**config.mk**
```make
export PLATFORM = sky130hd
export DESIGN_NAME = vga_frame_sink
export DESIGN_NICKNAME = d
export VERILOG_FILES = /design/src/rtl/vga_frame_sink.sv
export SDC_FILE = /design/constraint.sdc
export NUM_CORES = 1
export LEC_CHECK = 0
export ABC_CLOCK_PERIOD_IN_PS = 11160
export CAP_MARGIN = 20
export CORE_AREA = 2 2 117 119
export CTS_CLUSTER_DIAMETER = 30
export CTS_CLUSTER_SIZE = 8
export DETAILED_ROUTE_END_ITERATION = 7
export DIE_AREA = 0 0 119 121
export HOLD_SLACK_MARGIN = 0.06
export PLACE_DENSITY = 0.85
export SLEW_MARGIN = 20
export SYNTH_ARGS = -nofsm -noshare
export SYNTH_HDL_FRONTEND = slang
export SYNTH_SLANG_ARGS = --single-unit
```
**constraint.sdc**
```tcl
create_clock -name clk -period 11.16 [get_ports clk]
set_clock_uncertainty 0.1 [all_clocks]
set_input_delay 1.674 -clock clk [delete_from_list [all_inputs] [get_ports clk]]
set_output_delay 1.674 -clock clk [all_outputs]
set_load 0.1 [all_outputs]
```
**src/rtl/vga_frame_sink.sv**
```systemverilog
// vga_frame_sink: writes an 8-bit grayscale pixel stream in raster order into an
// external frame BRAM and scans it back out as RGB444 VGA with active-high syncs.
// Ports:
//   clk, rst_n                     system clock, async active-low reset
//   pixel_i, pixel_en_i            incoming pixel stream (one pixel per enabled cycle)
//   frame_clr_i                    restart the write pointer at (0,0), drops a coincident pixel
//   wr_done_o, frame_valid_o       last-pixel-of-frame pulse, sticky "a frame is stored"
//   fb_we_o, fb_waddr_o, fb_wdata_o  BRAM write port
//   fb_raddr_o, fb_rdata_i         BRAM read port (1 clk read latency)
//   vga_r_o, vga_g_o, vga_b_o      colour outputs
//   hsync_o, vsync_o               sync outputs
module vga_frame_sink #(
    parameter int IMG_W   = 540,
    parameter int IMG_H   = 540,
    parameter int CLK_DIV = 2,
    parameter int H_ACT   = 800,
    parameter int H_FP    = 56,
    parameter int H_SYNC  = 120,
    parameter int H_BP    = 64,
    parameter int V_ACT   = 600,
    parameter int V_FP    = 37,
    parameter int V_SYNC  = 6,
    parameter int V_BP    = 23
) (
    input  logic        clk,
    input  logic        rst_n,
    input  logic [7:0]  pixel_i,
    input  logic        pixel_en_i,
    input  logic        frame_clr_i,
    output logic        wr_done_o,
    output logic        frame_valid_o,
    output logic        fb_we_o,
    output logic [18:0] fb_waddr_o,
    output logic [7:0]  fb_wdata_o,
    output logic [18:0] fb_raddr_o,
    input  logic [7:0]  fb_rdata_i,
    output logic [3:0]  vga_r_o,
    output logic [3:0]  vga_g_o,
    output logic [3:0]  vga_b_o,
    output logic        hsync_o,
    output logic        vsync_o
);
    localparam int H_TOT = H_ACT + H_FP + H_SYNC + H_BP;
    localparam int V_TOT = V_ACT + V_FP + V_SYNC + V_BP;
    localparam logic [15:0] H_LAST   = 16'(H_TOT - 1);
    localparam logic [15:0] V_LAST   = 16'(V_TOT - 1);
    localparam logic [15:0] HS_BEG   = 16'(H_ACT + H_FP);
    localparam logic [15:0] HS_END   = 16'(H_ACT + H_FP + H_SYNC - 1);
    localparam logic [15:0] VS_BEG   = 16'(V_ACT + V_FP);
    localparam logic [15:0] VS_END   = 16'(V_ACT + V_FP + V_SYNC - 1);
    localparam logic [15:0] IW       = 16'(IMG_W);
    localparam logic [15:0] IH       = 16'(IMG_H);
    localparam logic [18:0] ROW_STEP = 19'(IMG_W);
    localparam logic [18:0] W_LAST   = 19'(IMG_W * IMG_H - 1);
    localparam logic [7:0]  DIV_LAST = 8'(CLK_DIV - 1);

    logic [18:0] r_wptr, r_waddr, r_raddr, r_rb;
    logic [7:0]  r_wdata, r_div;
    logic        r_we, r_done, r_fvalid, r_hs, r_vs;
    logic [15:0] r_h, r_v;
    logic [3:0]  r_pix;

    logic        w_wlast, w_ce, w_hwrap, w_vwrap, w_in_img, w_in_nxt;
    logic [15:0] w_h_nxt, w_v_nxt;
    logic [18:0] w_rb_nxt;

    assign w_wlast = (r_wptr == W_LAST);

    always_ff @(posedge clk or negedge rst_n) begin
        if (!rst_n) begin
            r_wptr   <= '0;
            r_waddr  <= '0;
            r_wdata  <= '0;
            r_we     <= 1'b0;
            r_done   <= 1'b0;
            r_fvalid <= 1'b0;
        end else if (frame_clr_i) begin
            r_wptr <= '0;
            r_we   <= 1'b0;
            r_done <= 1'b0;
        end else begin
            r_we   <= pixel_en_i;
            r_done <= pixel_en_i && w_wlast;
            if (pixel_en_i) begin
                r_waddr <= r_wptr;
                r_wdata <= pixel_i;
                r_wptr  <= w_wlast ? '0 : r_wptr + 19'd1;
                if (w_wlast) r_fvalid <= 1'b1;
            end
        end
    end

    // Next-state of the scan counters is computed here so the read address can be
    // registered on the same pix_ce edge as the counters; the BRAM then has a full
    // clock to return data before the next pix_ce edge registers the video outputs.
    always_comb begin
        w_ce     = (r_div == DIV_LAST);
        w_hwrap  = (r_h == H_LAST);
        w_vwrap  = (r_v == V_LAST);
        w_h_nxt  = w_hwrap ? '0 : r_h + 16'd1;
        w_v_nxt  = !w_hwrap ? r_v : w_vwrap ? '0 : r_v + 16'd1;
        w_rb_nxt = !w_hwrap ? r_rb : w_vwrap ? '0 : (r_v < IH) ? r_rb + ROW_STEP : r_rb;
        w_in_img = (r_h < IW) && (r_v < IH);
        w_in_nxt = (w_h_nxt < IW) && (w_v_nxt < IH);
    end

    always_ff @(posedge clk or negedge rst_n) begin
        if (!rst_n) begin
            r_div   <= '0;
            r_h     <= '0;
            r_v     <= '0;
            r_rb    <= '0;
            r_raddr <= '0;
            r_pix   <= '0;
            r_hs    <= 1'b0;
            r_vs    <= 1'b0;
        end else begin
            r_div <= w_ce ? '0 : r_div + 8'd1;
            if (w_ce) begin
                r_h  <= w_h_nxt;
                r_v  <= w_v_nxt;
                r_rb <= w_rb_nxt;
                if (w_in_nxt) r_raddr <= w_rb_nxt + 19'(w_h_nxt);
                // Outputs describe the pixel the counters held until this edge,
                // giving RGB and syncs the same one-pixel lag.
                r_pix <= (w_in_img && r_fvalid) ? 4'(fb_rdata_i >> 4) : 4'd0;
                r_hs  <= (r_h >= HS_BEG) && (r_h <= HS_END);
                r_vs  <= (r_v >= VS_BEG) && (r_v <= VS_END);
            end
        end
    end

    assign fb_we_o       = r_we;
    assign fb_waddr_o    = r_waddr;
    assign fb_wdata_o    = r_wdata;
    assign wr_done_o     = r_done;
    assign frame_valid_o = r_fvalid;
    assign fb_raddr_o    = r_raddr;
    assign vga_r_o       = r_pix;
    assign vga_g_o       = r_pix;
    assign vga_b_o       = r_pix;
    assign hsync_o       = r_hs;
    assign vsync_o       = r_vs;
endmodule

```
==> metrics.cfg <==
[floorplanning]
fp.dieH_um = 121
core_mm2 = 0.01309
pin_count = 83
rows = 42
start_util_pct = 60.83
die-area_mm2 = 0.01440
dieWidth_um = 119

[cells_and_area]
final_cell_mix = 183 x nand2_1, 133 x dfrtp_1, 77 x clkdlybuf4s50_1, 64 x nor2_1, 60 x o21ai_0
layout-drive-gt1-share_pct = 7.261
nets = 998
antenna_cells = 0
mostFrequentLayoutCell = nand2_1
syn2layout_area_growth_pct = 17.34

[logic_synthesis]
synthTopCellsByArea = dfrtp_1 42%, nand2_1 8.6%, xnor2_1 5.5%
synth_top_family_by_area = simple AND/OR/NAND/NOR gates
synth-simple-area-share_pct = 24.91
synth_area_mm2 = 0.007960
ys.warnings.count = 0
async_flop_share_pct = 100.0
synthAdderAreaFrac_pct = 4.181
ys_seq_elements = 133
ys.flop_type = dfrtp_1
muxShareOfSynthArea_pct = 2.908
avgSynthCellArea_um2 = 8.786
syn-num-nets = 952
synth-xor-area-share_pct = 7.262
synth_top_area_share_pct = 41.81
seq_area_frac_synth_pct = 41.81
yosys.area.top_type = dfrtp_1
synth_compound_area_share_pct = 14.23
synthCells = 906
ys_types = 70
synth_edf_count = 0

[critical_path]
slowest_stage = a2111oi_0
cp-start-kind = flip-flop
critPathMaxStageDelay_ns = 0.81
critical_path_class = reg -> reg
worstPathArrival_ns = 5.85
path_max_fanout = 8
endpoint_kind = flip-flop
required_ns = 11.37
path_cells = nor4_1, nand4_1, nor2_1, nor2b_1, ha_1, fa_1, a211oi_1, o21a_1, o31ai_1, a2111oi_0, nor3_1, or2_2, and3_1, o31a_1

[global_routing]
antenna_found_initial = 0
overflow = 0
grt_usage_pct = 27.64
grt_start_max_net_pins = 71
grt_pass1_wl_um = 31910
grt_pass1_vias = 6489

[drt]
drc = 0
detail-route-antenna-nets = 0
wl_met1_um = 8193
topRoutingLayerUsed = met4
met3WireLength_um = 1173
first_pass_iters = 5
vias = 6806
route.met2.wl_um = 8980
wire_per_inst_um = 16.37
drtIter0Drc = 632
drt-total-wl_um = 18660
vias_per_cell = 5.970

[sta]
period_share_pct = 50.55
final-hold-violation-count = 0
rsz0062_at_grt = false
min_period_ns = 5.641
tightestPinTransition_ns = 1.022
tns_ns = 0
fmax_ghz = 0.1773
max_slew_margin_pct = 31.69
drv_slew = 0
setup-violations-final = 0
holdWs_ns = 0.3745

[power_and_ir_drop]
p_leak_nw = 4.151
ir_drop_v = 0.0001091
powerDensity_mw_per_mm2 = 127.4

[run]
maxCapViolations = 0

[clock_tree]
cts.clk_slew.worst_paths_ns = 0.06
tritoncts = done
cts_buffer_depth = 2
post_cts_buffers = 0
cts_resized = 0
cts-root-buf = clkbuf_16
cts-hold-fix-buffers = 0
cts_made_buffers = 17
clock_sinks = 133
cts_htree_levels = 4
worst_skew_pair.late_latency_ns = 0.43

[hold_path]
hp-class = reg -> reg

[run_status]
outcome = finished, final reports clean

[placement]
portBuffers = 78
gp_congestion = 0.9308
dp_hpwl_um = 12370

==> sequential cells by signal, indices dropped and copies added (netlist names), 4 cells and up <==
name        count
vga_b_o         4
r_wptr         19
r_rb           19
fb_raddr_o     19
fb_waddr_o     19
r_v            16
fb_wdata_o      8
r_div           8
r_h            16
==> routing by layer <==
metal,GRT usage (%),vias up
met5,0,-
met3,6.391,29
met1,37.48,3272
li1,-,3269
met2,44.43,236
met4,8.333,0
==> final timing paths <==
path,depth (start not counted),slack [ns],from,endpoint
max,14,5.52,r_v[10],fb_raddr_o[18]
min,1,0.37,r_rb[0],r_rb[0]
max reg2reg,14,5.52,r_v[10],fb_raddr_o[18]
min reg2reg,1,0.37,r_rb[0],r_rb[0]
max in group asynchronous,2,8.50,rst_n,r_h[5]
min in group asynchronous,1,1.12,rst_n,fb_raddr_o[1]
==> worst max-delay path: cells and delay by family (launching register included) <==
family	cells	cell delay [ns]
compound gates	5	1.69
simple gates	7	2.54
fa+ha+maj	2	0.70
flops	1	0.49
==> through the flow <==
step           instance area (um^2)  util, %  worst slack [ns]  std cells  power [mW]
6_report                       9340    71.38             5.519       1140       1.190
3_5_place_dp                   8705    66.52             5.647       1109      0.5933
5_1_grt                        9340    71.38             5.106       1140       1.230
4_1_cts                        9340    71.38             5.602       1140       1.198
3_3_place_gp                   8705    66.52             5.728       1109      0.5923
2_1_floorplan                  7960        -             6.407        906      0.5620
==> cell usage after synthesis, types with 4 or more instances <==
| cell type | number |
|---|---|
| mux2_2 | 6 |
| xnor2_1 | 50 |
| mux2_4 | 8 |
| xor2_1 | 16 |
| or3_1 | 9 |
| clkbuf_1 | 30 |
| nor2b_1 | 4 |
| nor3_1 | 21 |
| nand2_1 | 183 |
| o41ai_1 | 4 |
| buf_4 | 9 |
| o31ai_1 | 25 |
| nor2_1 | 64 |
| a211oi_1 | 5 |
| nor4_1 | 10 |
| o21bai_1 | 6 |
| and3_1 | 23 |
| or4_1 | 6 |
| buf_6 | 4 |
| nand3_1 | 43 |
| or2_2 | 7 |
| nand4_1 | 11 |
| a31oi_1 | 9 |
| a21o_1 | 4 |
| inv_1 | 18 |
| and2_1 | 7 |
| dfrtp_1 | 133 |
| buf_2 | 11 |
| nand2b_1 | 4 |
| ha_1 | 25 |
| a21oi_1 | 23 |
| o21ai_0 | 60 |
| a22o_1 | 7 |
| and4_1 | 5 |
| o22ai_1 | 5 |
==> final cells by class <==
cell class	instances	area, um^2
tap	176	220.2
sequential	133	3328
fill	962	3745
multi-input combinational	697	4258
inverter	19	71.32
clock buffer	18	439.2
clock inverter	13	196.4
timing repair buffer	84	827.0
==> cell families after synthesis <==
logic type,after synthesis
compound gates,176
xor+xnor,66
buf+inv,76
fa+ha+maj,26
flops,133
mux,18
simple gates,411
==> where the power goes <==
part	internal, mW	total, mW	switching (mW)	leakage (nW)
combinational	0.0199	0.0915	0.0716	2.03
sequential	0.488	0.492	0.00410	1.81
clock	0.382	0.606	0.224	0.304
total	0.891	1.19	0.300	4.15
(Power assumes the default switching activity.)
